File: src/rtl/jmb_mul_pkg.sv
// Shared definitions for the sequential shift-add multiplier.
package jmb_mul_pkg;

    // Controller states
    typedef enum logic [1:0] {
        ST_IDLE = 2'd0,
        ST_RUN  = 2'd1,
        ST_DONE = 2'd2
    } state_t;

    // The counter has to hold the value WIDTH itself, so it needs one bit more than log2.
    function automatic int cnt_width(input int width);
        return $clog2(width) + 1;
    endfunction

endpackage

File: src/rtl/jmb_mul_seq_if.sv
// Operand/result handshake bundle between the producer/consumer and the multiplier.
interface jmb_mul_seq_if #(
    parameter int WIDTH = 8
);
    logic                 in_valid;
    logic                 in_ready;
    logic [WIDTH-1:0]     mult_1;
    logic [WIDTH-1:0]     mult_2;
    logic                 is_signed;
    logic                 out_valid;
    logic                 out_ready;
    logic [2*WIDTH-1:0]   prod;
    logic                 busy;

    // Producer/consumer side
    modport master (
        output in_valid, mult_1, mult_2, is_signed, out_ready,
        input  in_ready, out_valid, prod, busy
    );

    // Multiplier side
    modport slave (
        input  in_valid, mult_1, mult_2, is_signed, out_ready,
        output in_ready, out_valid, prod, busy
    );
endinterface

File: src/rtl/jmb_mul_sgn.sv
// Conditional two's-complement negation. Used on the operands to take
// magnitudes and on the result to restore the sign.
module jmb_mul_sgn #(
    parameter int WIDTH = 8
) (
    input  logic [WIDTH-1:0] val_i,
    input  logic             neg_i,
    output logic [WIDTH-1:0] res_o
);
    // Negating the most negative value wraps back onto itself, which read as
    // unsigned is exactly its magnitude 2^(WIDTH-1).
    assign res_o = neg_i ? -val_i : val_i;
endmodule

File: src/rtl/jmb_mul_seq.sv
// Multi-cycle shift-add multiplier with valid/ready handshakes on both sides.
// Works on magnitudes and applies the sign once at the end, so the latency is
// exactly WIDTH RUN edges regardless of operand values or mode.
module jmb_mul_seq
    import jmb_mul_pkg::*;
#(
    parameter int WIDTH = 8
) (
    input  logic          clock,
    input  logic          reset,
    jmb_mul_seq_if.slave  bus
);
    localparam int CNT_W = cnt_width(WIDTH);
    localparam int PW    = 2 * WIDTH;

    state_t             state_q;
    logic [PW-1:0]      acc_q;
    logic [PW-1:0]      mcand_q;
    logic [WIDTH-1:0]   mplier_q;
    logic [CNT_W-1:0]   cnt_q;
    logic               neg_q;
    logic               in_ready_q;
    logic               out_valid_q;
    logic               busy_q;
    logic [PW-1:0]      prod_q;

    logic [WIDTH-1:0]   mag_a;
    logic [WIDTH-1:0]   mag_b;
    logic [PW-1:0]      acc_d;
    logic [PW-1:0]      prod_d;
    logic               neg_a;
    logic               neg_b;

    assign neg_a = bus.is_signed & bus.mult_1[WIDTH-1];
    assign neg_b = bus.is_signed & bus.mult_2[WIDTH-1];

    jmb_mul_sgn #(.WIDTH(WIDTH)) u_mag_a (.val_i(bus.mult_1), .neg_i(neg_a), .res_o(mag_a));
    jmb_mul_sgn #(.WIDTH(WIDTH)) u_mag_b (.val_i(bus.mult_2), .neg_i(neg_b), .res_o(mag_b));
    jmb_mul_sgn #(.WIDTH(PW))    u_res   (.val_i(acc_d),      .neg_i(neg_q), .res_o(prod_d));

    // Accumulator next value: add the shifted multiplicand when the current multiplier bit is set.
    always_comb begin
        // NOTE: default assignment first so no path through this block can infer a latch.
        acc_d = acc_q;
        if (mplier_q[0]) begin
            acc_d = acc_q + mcand_q;
        end
    end

    // Controller, datapath registers and registered handshake outputs.
    // NOTE: non-blocking assignments throughout so every register samples pre-edge values.
    always_ff @(posedge clock) begin
        if (reset) begin
            // Every register is cleared; there is no storage array here that would justify skipping it.
            state_q     <= ST_IDLE;
            acc_q       <= '0;
            mcand_q     <= '0;
            mplier_q    <= '0;
            cnt_q       <= '0;
            neg_q       <= 1'b0;
            in_ready_q  <= 1'b1;
            out_valid_q <= 1'b0;
            busy_q      <= 1'b0;
            prod_q      <= '0;
        end else begin
            case (state_q)
                ST_IDLE: begin
                    if (bus.in_valid) begin
                        mcand_q    <= {{WIDTH{1'b0}}, mag_a};
                        mplier_q   <= mag_b;
                        neg_q      <= neg_a ^ neg_b;
                        acc_q      <= '0;
                        cnt_q      <= CNT_W'(WIDTH);
                        state_q    <= ST_RUN;
                        in_ready_q <= 1'b0;
                        busy_q     <= 1'b1;
                    end
                end
                ST_RUN: begin
                    acc_q    <= acc_d;
                    mcand_q  <= mcand_q << 1;
                    mplier_q <= mplier_q >> 1;
                    cnt_q    <= cnt_q - CNT_W'(1);
                    if (cnt_q == CNT_W'(1)) begin
                        state_q     <= ST_DONE;
                        prod_q      <= prod_d;
                        out_valid_q <= 1'b1;
                    end
                end
                ST_DONE: begin
                    // in_ready stays low on this edge, so a new pair waits one more edge.
                    if (bus.out_ready) begin
                        state_q     <= ST_IDLE;
                        out_valid_q <= 1'b0;
                        in_ready_q  <= 1'b1;
                        busy_q      <= 1'b0;
                    end
                end
                default: begin
                    state_q     <= ST_IDLE;
                    out_valid_q <= 1'b0;
                    in_ready_q  <= 1'b1;
                    busy_q      <= 1'b0;
                end
            endcase
        end
    end

    assign bus.in_ready  = in_ready_q;
    assign bus.out_valid = out_valid_q;
    assign bus.busy      = busy_q;
    assign bus.prod      = prod_q;

endmodule

File: src/flat_wrapper.sv
// flat-port wrapper written by rule: the top's interface ports become plain ports
module jmb_mul_seq_flat import jmb_mul_pkg::*;
#(
    parameter int WIDTH = 8
)
  (clock, reset, bus_in_valid, bus_mult_1, bus_mult_2, bus_is_signed, bus_out_ready, bus_in_ready, bus_out_valid, bus_prod, bus_busy);
  jmb_mul_seq_if #(.WIDTH(WIDTH)) bus_i ();
  input  logic clock;
  input  logic reset;
  input wire logic [$bits(bus_i.in_valid)-1:0] bus_in_valid;
  input wire logic [$bits(bus_i.mult_1)-1:0] bus_mult_1;
  input wire logic [$bits(bus_i.mult_2)-1:0] bus_mult_2;
  input wire logic [$bits(bus_i.is_signed)-1:0] bus_is_signed;
  input wire logic [$bits(bus_i.out_ready)-1:0] bus_out_ready;
  output wire logic [$bits(bus_i.in_ready)-1:0] bus_in_ready;
  output wire logic [$bits(bus_i.out_valid)-1:0] bus_out_valid;
  output wire logic [$bits(bus_i.prod)-1:0] bus_prod;
  output wire logic [$bits(bus_i.busy)-1:0] bus_busy;
  assign bus_i.in_valid = bus_in_valid;
  assign bus_i.mult_1 = bus_mult_1;
  assign bus_i.mult_2 = bus_mult_2;
  assign bus_i.is_signed = bus_is_signed;
  assign bus_i.out_ready = bus_out_ready;
  assign bus_in_ready = bus_i.in_ready;
  assign bus_out_valid = bus_i.out_valid;
  assign bus_prod = bus_i.prod;
  assign bus_busy = bus_i.busy;
  jmb_mul_seq #(.WIDTH(WIDTH)) u_core (.clock(clock), .reset(reset), .bus(bus_i));
endmodule
File: config.mk
export PLATFORM = sky130hd
export DESIGN_NAME = jmb_mul_seq_flat
export DESIGN_NICKNAME = d
export VERILOG_FILES = /design/src/rtl/jmb_mul_pkg.sv /design/src/rtl/jmb_mul_seq_if.sv /design/src/rtl/jmb_mul_sgn.sv /design/src/rtl/jmb_mul_seq.sv /design/src/flat_wrapper.sv
export SDC_FILE = /design/constraint.sdc
export NUM_CORES = 1
export LEC_CHECK = 0
export BUFFER_PORTS_ARGS = -buffer_cell sky130_fd_sc_hd__buf_2
export CAP_MARGIN = 20
export CELL_PAD_IN_SITES_DETAIL_PLACEMENT = 0
export CELL_PAD_IN_SITES_GLOBAL_PLACEMENT = 1
export CORE_MARGIN = 4
export CORE_UTILIZATION = 45
export CTS_CLUSTER_DIAMETER = 150
export DETAILED_ROUTE_END_ITERATION = 16
export PLACE_DENSITY_LB_ADDON = 0.1
export SLEW_MARGIN = 20
export SYNTH_ARGS = -nofsm -noshare
export SYNTH_HDL_FRONTEND = slang
export SYNTH_HIERARCHICAL = 1
export SYNTH_SLANG_ARGS = --single-unit
export TNS_END_PERCENT = 30
File: constraint.sdc
create_clock -name clock -period 3.9 [get_ports clock]
set_input_delay 0.39 -clock clock [delete_from_list [all_inputs] [get_ports clock]]
set_output_delay 0.39 -clock clock [all_outputs]
set_load 0.005 [all_outputs]
==> out/summary.txt, run 1 <==
======================================================================================
Final count of pins violating max slew ..................................            0
DR iter-0 viols .........................................................           63
GR Util All Layers ......................................................       0.1873
Count of maximum capacitance violations .................................            0
Hold Path Origin ........................................................ bus_mult_1[0]
Worst-skew pair later-pin latency .......................................      0.35 ns
Relative slew slack .....................................................       0.3004
Share of post-route cells with drive strength above 1 ...................       0.1788
Post-detail-place hpwl ..................................................      7259 µm
Final layout net count ..................................................          585
Minimum period implied by the final worst setup slack ...................     3.406 ns
Die extent in y .........................................................     104.6 µm
Flip-flop and latch area ................................................ 0.001321 mm²
Number of optimization iterations in the first detailed-route pass ......            4
Number of clock sinks seen by CTS .......................................           66
Total die area ..........................................................  0.01094 mm²
Setup-failing EPs final .................................................            0
Post-synthesis simple-gate area fraction ................................       0.2026
Transition time at the pin with the least slew margin ...................     1.046 ns
Max Clock Freq ..........................................................    293.6 MHz
Remaining antenna violation count after routing .........................            0
Hold WC Path Type ....................................................... input pin to flop
Total number of placement rows ..........................................           34
Final-report hold violation count .......................................            0
EDFF count, synth .......................................................            0
Global-route wire length before repair ..................................     16760 µm
Leakage power of the design .............................................     1.861 nW
Clock slew at the register clock pins of the worst setup and hold paths .      0.08 ns
Post-route setup TNS ....................................................         0 ns
Xor-xnor portion of the synthesized cell area ...........................      0.08132
NetSw ...................................................................  0.0004477 W
Stage delay of the slowest cell on the critical path ....................      0.40 ns
Result of the run ....................................................... finished clean
Peak supply drop ........................................................  0.0001775 V
Post-cts resize count ...................................................            0
Sequential group share of total power ...................................        0.450
Clock Tree Buf Depth ....................................................            2
Combinational cell fraction of total power ..............................        0.139
Detailed-route DRC error count ..........................................            0
Detail-routed net length per standard cell ..............................     15.14 µm
Buffers added on ports ..................................................           39
Fraction of synthesized area in multiplexers ............................      0.03307
Setup bufs post-CTS .....................................................            0
Vias in the first global route ..........................................         3430
Number of levels the H-tree was split into ..............................            3
Register bit total from synthesis .......................................           66
Cell Pwr Density ........................................................ 347.1 mW/mm²
Sequential-to-total area share from yosys stat ..........................       0.3146
Worst hold margin .......................................................    0.3213 ns
CP required .............................................................      4.17 ns
Unrepaired setup endpoints after global routing .........................        false
Antenna Cells ...........................................................            0
Number of synthesis warnings ............................................            6
Worst setup path category ............................................... flop to flop
Starting Density ........................................................       0.4724
Initial antenna violation count .........................................            0
Number of buffers inserted for hold repair after clock tree synthesis ...            0
First element of the critical path ...................................... u_core/acc_q[0]$_SDFFE_PP0P_
Tcrit/Tclk final ........................................................       0.8733
Number of primary I/O pins ..............................................           40
Compound-cell area share of the yosys netlist ...........................       0.2496
Sort of element at the start of the critical path .......................         flop
Switching portion of total power ........................................       0.2780
Cell at the root of the clock tree ...................................... sky130_fd_sc_hd__clkbuf_8
Worst r2r src ........................................................... u_core/acc_q[0]$_SDFFE_PP0P_
Main combinational cell family by area after synthesis .................. compound AO/OA/AOI/OAI gates
Layout overhead on the synthesized area .................................       10.46%
Cell count after synthesis ..............................................          520
Gr ovfl total ...........................................................            0
Maximum fanout along the worst path .....................................            3
Net Count, Synth ........................................................          562
Number of CTS-inserted buffers ..........................................            9
Most used flip-flop cell after synthesis ................................ sky130_fd_sc_hd__dfxtp_1
Largest net degree at the start of global routing .......................           66
Routed wire length ......................................................      9932 µm
Clock Skews .............................................................   0.01136 ns
Netlist cell types ......................................................           67
Vias per std cell .......................................................        5.555
Final GP Congestion .....................................................       0.8474
Kind of cell with the highest combined delay on the critical path ....... compound AO/OA/AOI/OAI gates
Die span in x ...........................................................     104.6 µm
Master of the slowest instance on the critical path ..................... sky130_fd_sc_hd__fa_1
Arrival time of data at the critical path endpoint ......................      3.68 ns
Clock tree from TritonCTS ...............................................        built
Type of destination of the critical path ................................         flop
Cell Chain, Critical Path ............................................... ha_1 > fa_1 > a21o_1 > a221oi_2 > o31a_1 > a21oi_1 > xnor2_1 > mux2_2 > nor4_1 > nand2_1 > a21oi_2 > xnor2_1 > nand2_1 > a21oi_1
Design internal power ...................................................   0.001163 W
Overall via count from detail_route .....................................         3644
Asr flop ratio synth ....................................................            0
Post-synthesis average cell area ........................................    8.077 µm²
Bufs and invs on worst path .............................................            0
Standard cell core area ................................................. 0.008891 mm²
Number of fill cells ....................................................          869
Area used by multi-input combinational logic ............................ 0.002653 mm²
Clk network pwr share ...................................................        0.410
Post-synthesis adder-cell area fraction .................................      0.06434
Total standard cell area after synthesis ................................ 0.004200 mm²
======================================================================================
==> state kept, by name (all words and copies together), names as in the netlist, 2 cells and up <==
| register | flops |
|---|---|
| u_core/bus.prod | 16 |
| u_core/mcand_q | 16 |
| u_core/mplier_q | 8 |
| u_core/acc_q | 16 |
| u_core/cnt_q | 4 |
| u_core/state_q | 2 |
==> layer usage <==
metal,vias up,GRT usage,wire (µm)
met5,-,0,0
met4,0,0.05436,139
met3,10,0.04254,339
met2,56,0.3256,4864
met1,1697,0.2327,4588
li1,1881,-,-
==> worst reg2reg max path: cells and delay by family, from the launching register on <==
| family | cells | cell delay, ns |
|---|---|---|
| AOI/OAI and AO/OA | 6 | 1.22 |
| adders and majority gates | 2 | 0.62 |
| and+or+nand+nor | 3 | 0.59 |
| DFF | 1 | 0.32 |
| muxes | 1 | 0.31 |
| xor gates and xnor gates | 2 | 0.27 |
==> metrics by stage <==
stage / util / instance area, µm² / setup WS, ns / power [W] / instances
finish: 0.5218 / 4639 / 0.4941 / 0.001611 / 656
global route: 0.5218 / 4639 / 0.1751 / 0.001701 / 656
CTS: 0.5218 / 4639 / 0.4957 / 0.001634 / 656
detailed placement: 0.4963 / 4413 / 0.5182 / 0.0009666 / 640
global placement: 0.4963 / 4413 / 0.6138 / 0.0009635 / 640
floorplan: - / 4200 / 0.8450 / 0.0009049 / 520
==> layout by cell type, fill, tap and decap left out, drive strengths merged, types with 3 or more instances in the layout <==
master	netlist	final
xor2	7	7
o21a	3	3
buf	8	43
o31ai	7	7
and3	3	3
o21ai	20	20
or3	6	6
clkbuf	23	10
mux2	12	12
o21bai	3	3
nand2	87	87
a22oi	17	17
a32o	3	3
and2	6	6
inv	21	22
a211oi	3	3
nand3	23	23
nor2	22	22
a21oi	73	73
nor4	5	5
nor3	7	7
a21o	6	6
dfxtp	66	66
ha	20	20
nand2b	8	8
xnor2	32	32
==> synth_stat cells (all sizes together) (2+ instances only) <==
| cell type | n | area, µm² |
|---|---|---|
| nand2 | 87 | 326.6 |
| a21oi | 73 | 376.6 |
| dfxtp | 66 | 1321 |
| xnor2 | 32 | 280.3 |
| clkbuf | 23 | 97.59 |
| nand3 | 23 | 115.1 |
| nor2 | 22 | 85.09 |
| inv | 21 | 78.82 |
| ha | 20 | 250.2 |
| o21ai | 20 | 100.1 |
| a22oi | 17 | 127.6 |
| mux2 | 12 | 138.9 |
| buf | 8 | 52.54 |
| nand2b | 8 | 50.05 |
| nor3 | 7 | 35.03 |
| o31ai | 7 | 95.09 |
| xor2 | 7 | 61.31 |
| a21o | 6 | 45.04 |
| and2 | 6 | 38.79 |
| or3 | 6 | 62.56 |
| nor4 | 5 | 37.53 |
| a211oi | 3 | 22.52 |
| a32o | 3 | 30.03 |
| and3 | 3 | 20.02 |
| o21a | 3 | 22.52 |
| o21bai | 3 | 26.27 |
| a2111oi | 2 | 17.52 |
| a221oi | 2 | 23.77 |
| a311o | 2 | 20.02 |
| a311oi | 2 | 23.77 |
| nor2b | 2 | 12.51 |
| nor3b | 2 | 15.01 |
| nor4b | 2 | 17.52 |
| o31a | 2 | 26.28 |
==> logic make-up (layout without fill, tap and decap cells) <==
group / count (synthesis) / after routing
xor gates and xnor gates: 39 / 39
AOI/OAI and AO/OA: 154 / 154
adders and majority gates: 21 / 21
DFF: 66 / 66
buffers and inverters: 52 / 80
muxes: 12 / 12
and+or+nand+nor: 176 / 176
==> final cells by class <==
cell class	count	share of cell area
Sequential cell	66	0.2848
Tap cell	108	0.02913
Timing Repair Buffer	43	0.04854
Clock inverter	6	0.01915
Inverter	21	0.01699
Multi-Input combinational cell	402	0.5717
Clock buffer	10	0.02967
==> power groups by stage <==
stage               Combinational, W  Clock, W  Sequential [W]
global route                0.000253  0.000719        0.000729
global placement            0.000223         0        0.000740
floorplan                   0.000178         0        0.000727
detailed placement          0.000226         0        0.000741
CTS                         0.000227  0.000682        0.000725
finish                      0.000225  0.000661        0.000725
==> path summary, 6_finish.rpt <==
check / to / slack, ns / cells after the start
hold / removal: u_core/mcand_q[0]$_SDFFE_PP0P_ / 0.32 / 3
setup / recovery: u_core/bus.prod[14]$_SDFFE_PP0P_ / 0.49 / 14
hold reg to reg: u_core/bus.prod[2]$_SDFFE_PP0P_ / 0.45 / 2
setup reg to reg: u_core/bus.prod[14]$_SDFFE_PP0P_ / 0.49 / 14
Note: power is estimated with default switching activity, not from simulation.
==> run 2, diff against run 1 <==
--- a/config.mk
+++ b/config.mk
@@ -5,12 +5,13 @@
 export SDC_FILE = /design/constraint.sdc
 export NUM_CORES = 1
 export LEC_CHECK = 0
+export ABC_AREA = 1
 export BUFFER_PORTS_ARGS = -buffer_cell sky130_fd_sc_hd__buf_2
 export CAP_MARGIN = 20
 export CELL_PAD_IN_SITES_DETAIL_PLACEMENT = 0
 export CELL_PAD_IN_SITES_GLOBAL_PLACEMENT = 1
 export CORE_MARGIN = 4
-export CORE_UTILIZATION = 45
+export CORE_UTILIZATION = 46
 export CTS_CLUSTER_DIAMETER = 150
 export DETAILED_ROUTE_END_ITERATION = 16
 export PLACE_DENSITY_LB_ADDON = 0.1
==> constraint.sdc (replaced) <==
create_clock -name clock -period 4.3 [get_ports clock]
set_input_delay 0.43 -clock clock [delete_from_list [all_inputs] [get_ports clock]]
set_output_delay 0.43 -clock clock [all_outputs]
set_load 0.005 [all_outputs]
==> run 2 against run 1 <==
First-iteration DRC count increased to 3.1 times the previous value; sequential share of layout area fell by 1.2 points; combinational power rose by 37%; critical path depth increased by 1; via count up 16%; global-route usage is 0.46 points higher; sequential power down 8.3%; clock power decreased by 19%; largest cell class unchanged; highest routed layer unchanged.
==> out/summary.txt, run 2 <==
======================================================================================
NetSw ...................................................................  0.0004872 W   +8.8%
Post-route setup TNS ....................................................         0 ns   unchanged
Cell at the root of the clock tree ...................................... sky130_fd_sc_hd__clkbuf_8
Hold Path Origin ........................................................ bus_mult_1[0]
Main combinational cell family by area after synthesis .................. simple AND/OR/NAND/NOR gates
Register-to-register path setup slack ...................................      1.65 ns   +1.16 ns
Clock slew at the register clock pins of the worst setup and hold paths .      0.08 ns   about the same
DR iter-0 viols .........................................................          197   +210%
Stage delay of the slowest cell on the critical path ....................      0.42 ns   +0.02 ns
Design internal power ...................................................   0.001023 W   -12%
Reg-to-Reg End .......................................................... u_core/bus.prod[10]$_SDFFE_PP0P_
Share of post-route cells with drive strength above 1 ...................       0.1203   -0.05850
Switching portion of total power ........................................       0.3226   +0.04458
Number of clock sinks seen by CTS .......................................           66   unchanged
Vias per std cell .......................................................        4.981   -10%
Worst hold margin .......................................................    0.3571 ns   +0.03581 ns
Sequential group share of total power ...................................        0.440   -0.010
Cell Chain, Critical Path ............................................... ha_1 > fa_1 > nand3_1 > nand2_1 > nand2_1 > nand2_1 > xnor2_1 > a21boi_0 > nor2_2 > nand2_1 > nand2_1 > nand2_1 > xor2_1 > nor2_1 > nor2_1
Final count of pins violating max slew ..................................            0   unchanged
Kind of cell with the highest combined delay on the critical path ....... simple AND/OR/NAND/NOR gates
CP required .............................................................      4.59 ns   +0.42 ns
Hold WC Path Type ....................................................... input pin to flop
Number of optimization iterations in the first detailed-route pass ......            7   +3
Worst-skew pair later-pin latency .......................................      0.35 ns   about the same
Total standard cell area after synthesis ................................ 0.004444 mm²   +5.8%
Largest area contributor in the netlist ................................. sky130_fd_sc_hd__dfxtp_1
Buffers added on ports ..................................................           39   unchanged
Final GP Congestion .....................................................       0.8842   +4.3%
Arrival time of data at the critical path endpoint ......................      2.94 ns   -0.74 ns
Peak supply drop ........................................................  0.0001355 V   -24%
Setup bufs post-CTS .....................................................            0   unchanged
Count of maximum capacitance violations .................................            0   unchanged
Setup-failing EPs final .................................................            0   unchanged
Combinational cell fraction of total power ..............................        0.204   +0.065
Detail-routed net length per standard cell ..............................     11.99 µm   -21%
Asr flop ratio synth ....................................................            0   unchanged
Leading post-synthesis cells by cell area ............................... sky130_fd_sc_hd__dfxtp_1 30%, sky130_fd_sc_hd__nand2_1 20%, sky130_fd_sc_hd__inv_1 5.7%, sky130_fd_sc_hd__ha_1 5.6%, sky130_fd_sc_hd__nor2_1 5.3%
Most used flip-flop cell after synthesis ................................ sky130_fd_sc_hd__dfxtp_1
Leakage power of the design .............................................     2.358 nW   +27%
Leading post-synthesis cells by instance count .......................... 239 x sky130_fd_sc_hd__nand2_1, 67 x sky130_fd_sc_hd__inv_1, 66 x sky130_fd_sc_hd__dfxtp_1, 63 x sky130_fd_sc_hd__nor2_1, 44 x sky130_fd_sc_hd__a21oi_1
Result of the run ....................................................... finished clean
Maximum fanout along the worst path .....................................            3   unchanged
Post-detail-place hpwl ..................................................      7525 µm   +3.7%
Vias in the first global route ..........................................         3970   +16%
Clock Skews .............................................................   0.01180 ns   +0.0004437 ns
Highest-count cells in the layout ignoring fill and taps ................ 239 x sky130_fd_sc_hd__nand2_1, 67 x sky130_fd_sc_hd__inv_1, 66 x sky130_fd_sc_hd__dfxtp_1
Compound-cell area share of the yosys netlist ...........................       0.1191   -0.1305
Depth of the worst register-to-register path ............................           15   +1
Post-layout instance area ............................................... 0.004838 mm²   +4.3%
Number of synthesis warnings ............................................            6   unchanged
Total die area ..........................................................  0.01130 mm²   +3.2%
Most common cell in the synthesized netlist ............................. sky130_fd_sc_hd__nand2_1
Starting Density ........................................................       0.4765   +0.004041
Xor-xnor portion of the synthesized cell area ...........................      0.04336   -0.03797
Clock Tree Buf Depth ....................................................            2   unchanged
Sort of element at the start of the critical path .......................         flop
Largest net degree at the start of global routing .......................           49   -26%
Antenna Cells ...........................................................            0   unchanged
EDFF count, synth .......................................................            0   unchanged
Unrepaired setup endpoints after global routing .........................        false
Global-route wire length before repair ..................................     17740 µm   +5.8%
Final layout net count ..................................................          760   +30%
Die extent in y .........................................................     106.3 µm   +1.6%
Register bit total from synthesis .......................................           66   unchanged
Gr ovfl total ...........................................................            0   unchanged
Initial antenna violation count .........................................            0   unchanged
Layout overhead on the synthesized area .................................       8.868%
Relative slew slack .....................................................       0.3888   +0.08846
Number of levels the H-tree was split into ..............................            3   unchanged
Routed wire length ......................................................     10210 µm   +2.8%
Final standard cell utilization of the core .............................       0.5187   -0.003101
Detailed-route DRC error count ..........................................            0   unchanged
Fraction of synthesized area in multiplexers ............................            0   -0.03307
Post-synthesis average cell area ........................................    6.404 µm²   -21%
Master of the slowest instance on the critical path ..................... sky130_fd_sc_hd__a21boi_0
Post-synthesis adder-cell area fraction .................................      0.06081   -0.003532
Worst setup path category ............................................... flop to flop
Proportion of netlist area held by the largest area contributor .........       0.2973   -0.01727
Cell repeated most along the worst path ................................. sky130_fd_sc_hd__nand2_1
Net Count, Synth ........................................................          736   +31%
Sequential-to-total area share from yosys stat ..........................       0.2973   -0.01727
Netlist cell types ......................................................           40   -40%
Placement-stage worst setup slack .......................................     1.644 ns   +1.125 ns
Cell count after synthesis ..............................................          694   +33%
Post-synthesis simple-gate area fraction ................................       0.3803   +0.1778
Number of CTS-inserted buffers ..........................................            9   unchanged
Transition time at the pin with the least slew margin ...................    0.9168 ns   -0.1288 ns
Minimum period implied by the final worst setup slack ...................     2.647 ns   -0.7591 ns
Area post-placement ..................................................... 0.004637 mm²   +5.1%
Bufs and invs on worst path .............................................            0   unchanged
Standard cell core area ................................................. 0.009328 mm²   +4.9%
Max Clock Freq ..........................................................    377.8 MHz   +29%
Clk network pwr share ...................................................        0.355   -0.055
Post-cts resize count ...................................................            0   unchanged
Number of buffers inserted for hold repair after clock tree synthesis ...            0   unchanged
Final-report hold violation count .......................................            0   unchanged
Number of primary I/O pins ..............................................           40   unchanged
Hold worst-path end ..................................................... u_core/mcand_q[0]$_SDFFE_PP0P_
Most frequent standard cell in the layout excluding fill and tap cells .. sky130_fd_sc_hd__nand2_1
Overall via count from detail_route .....................................         4244   +16%
Cell Pwr Density ........................................................ 312.2 mW/mm²   -10%
Tcrit/Tclk final ........................................................       0.6156   -0.2578
Number of fill cells ....................................................         1005   +16%
Worst hold path cell count ..............................................            3   unchanged
GR Util All Layers ......................................................       0.1919   +0.004562
Type of destination of the critical path ................................         flop
Die span in x ...........................................................     106.3 µm   +1.6%
Clock tree from TritonCTS ...............................................        built
Remaining antenna violation count after routing .........................            0   unchanged
Worst r2r src ........................................................... u_core/acc_q[0]$_SDFFE_PP0P_
Total number of placement rows ..........................................           35   +2.9%
PnR worst setup slack ...................................................     1.653 ns   +1.159 ns
======================================================================================
[run 2: cell count changes in the layout (fill, tap and decap cells not counted), moves of 11 or more]
cell	previous run	this run
sky130_fd_sc_hd__inv_1	20	67
sky130_fd_sc_hd__nand3_1	23	39
sky130_fd_sc_hd__a22oi_1	17	1
sky130_fd_sc_hd__mux2_2	11	0
sky130_fd_sc_hd__a21oi_1	70	44
sky130_fd_sc_hd__xnor2_1	32	13
sky130_fd_sc_hd__a31oi_1	1	14
sky130_fd_sc_hd__nand2_1	87	239
sky130_fd_sc_hd__nor2_1	21	63
[run 2: how the worst max path moves through the flow]
stage	startpoint	endpoint	slack, ns	cells after the start
2_1_floorplan	u_core/acc_q[0]$_SDFFE_PP0P_	u_core/bus.prod[13]$_SDFFE_PP0P_	1.96	21
4_1_cts	u_core/acc_q[0]$_SDFFE_PP0P_	u_core/bus.prod[10]$_SDFFE_PP0P_	1.62	15
3_3_place_gp	u_core/acc_q[0]$_SDFFE_PP0P_	u_core/bus.prod[10]$_SDFFE_PP0P_	1.69	15
3_5_place_dp	u_core/acc_q[0]$_SDFFE_PP0P_	u_core/bus.prod[10]$_SDFFE_PP0P_	1.64	15
6_report	u_core/acc_q[0]$_SDFFE_PP0P_	u_core/bus.prod[10]$_SDFFE_PP0P_	1.65	15
5_1_grt	u_core/acc_q[0]$_SDFFE_PP0P_	u_core/bus.prod[10]$_SDFFE_PP0P_	1.29	15
[run 2: logic make-up (layout without fill, tap and decap cells)]
family,after synthesis,after routing
xor gates and xnor gates,22,22
and+or+nand+nor,391,391
buffers and inverters,98,127
AOI/OAI and AO/OA,96,96
DFF,66,66
adders and majority gates,21,21
[run 2: final cells by class]
class	count	area, µm²	area share
Clock inverter	7	77.57	0.01603
Clock buffer	9	123.9	0.02560
Timing Repair Buffer	40	202.7	0.04189
Inverter	71	269.0	0.05560
Tap cell	129	161.4	0.03336
Sequential cell	66	1321	0.2731
Multi-Input combinational cell	530	2683	0.5544
[run 2: routing by layer]
metal  track usage  vias up  wire length (µm)
li1              -     2252                 -
met1        0.2350     1921              4879
met2        0.3262       58              4793
met3       0.04007       13               301
met4       0.07863        0               237
met5             0        -                 0
[run 2: worst reg2reg max path, cell delays in order, from the launching register on]
cell and delay, ns:
sky130_fd_sc_hd__dfxtp_1 0.33, sky130_fd_sc_hd__ha_1 0.22, sky130_fd_sc_hd__fa_1 0.41, sky130_fd_sc_hd__nand3_1 0.09
sky130_fd_sc_hd__nand2_1 0.08, sky130_fd_sc_hd__nand2_1 0.06, sky130_fd_sc_hd__nand2_1 0.07, sky130_fd_sc_hd__xnor2_1 0.14
sky130_fd_sc_hd__a21boi_0 0.42, sky130_fd_sc_hd__nor2_2 0.11, sky130_fd_sc_hd__nand2_1 0.09, sky130_fd_sc_hd__nand2_1 0.09
sky130_fd_sc_hd__nand2_1 0.12, sky130_fd_sc_hd__xor2_1 0.19, sky130_fd_sc_hd__nor2_1 0.08, sky130_fd_sc_hd__nor2_1 0.09
[run 2: power groups by stage]
stage	registers (W)	logic [W]	clock network [W]
3_3_place_gp	0.000678	0.000307	0
3_5_place_dp	0.000679	0.000310	0
6_report	0.000665	0.000309	0.000537
5_1_grt	0.000670	0.000352	0.000587
4_1_cts	0.000665	0.000312	0.000559
2_1_floorplan	0.000671	0.000255	0
[run 2: through the flow]
step / cells / total power, W
5_1_grt: 852 / 0.001609
4_1_cts: 852 / 0.001535
3_5_place_dp: 836 / 0.0009893
6_report: 852 / 0.001510
2_1_floorplan: 694 / 0.0009264
3_3_place_gp: 836 / 0.0009853
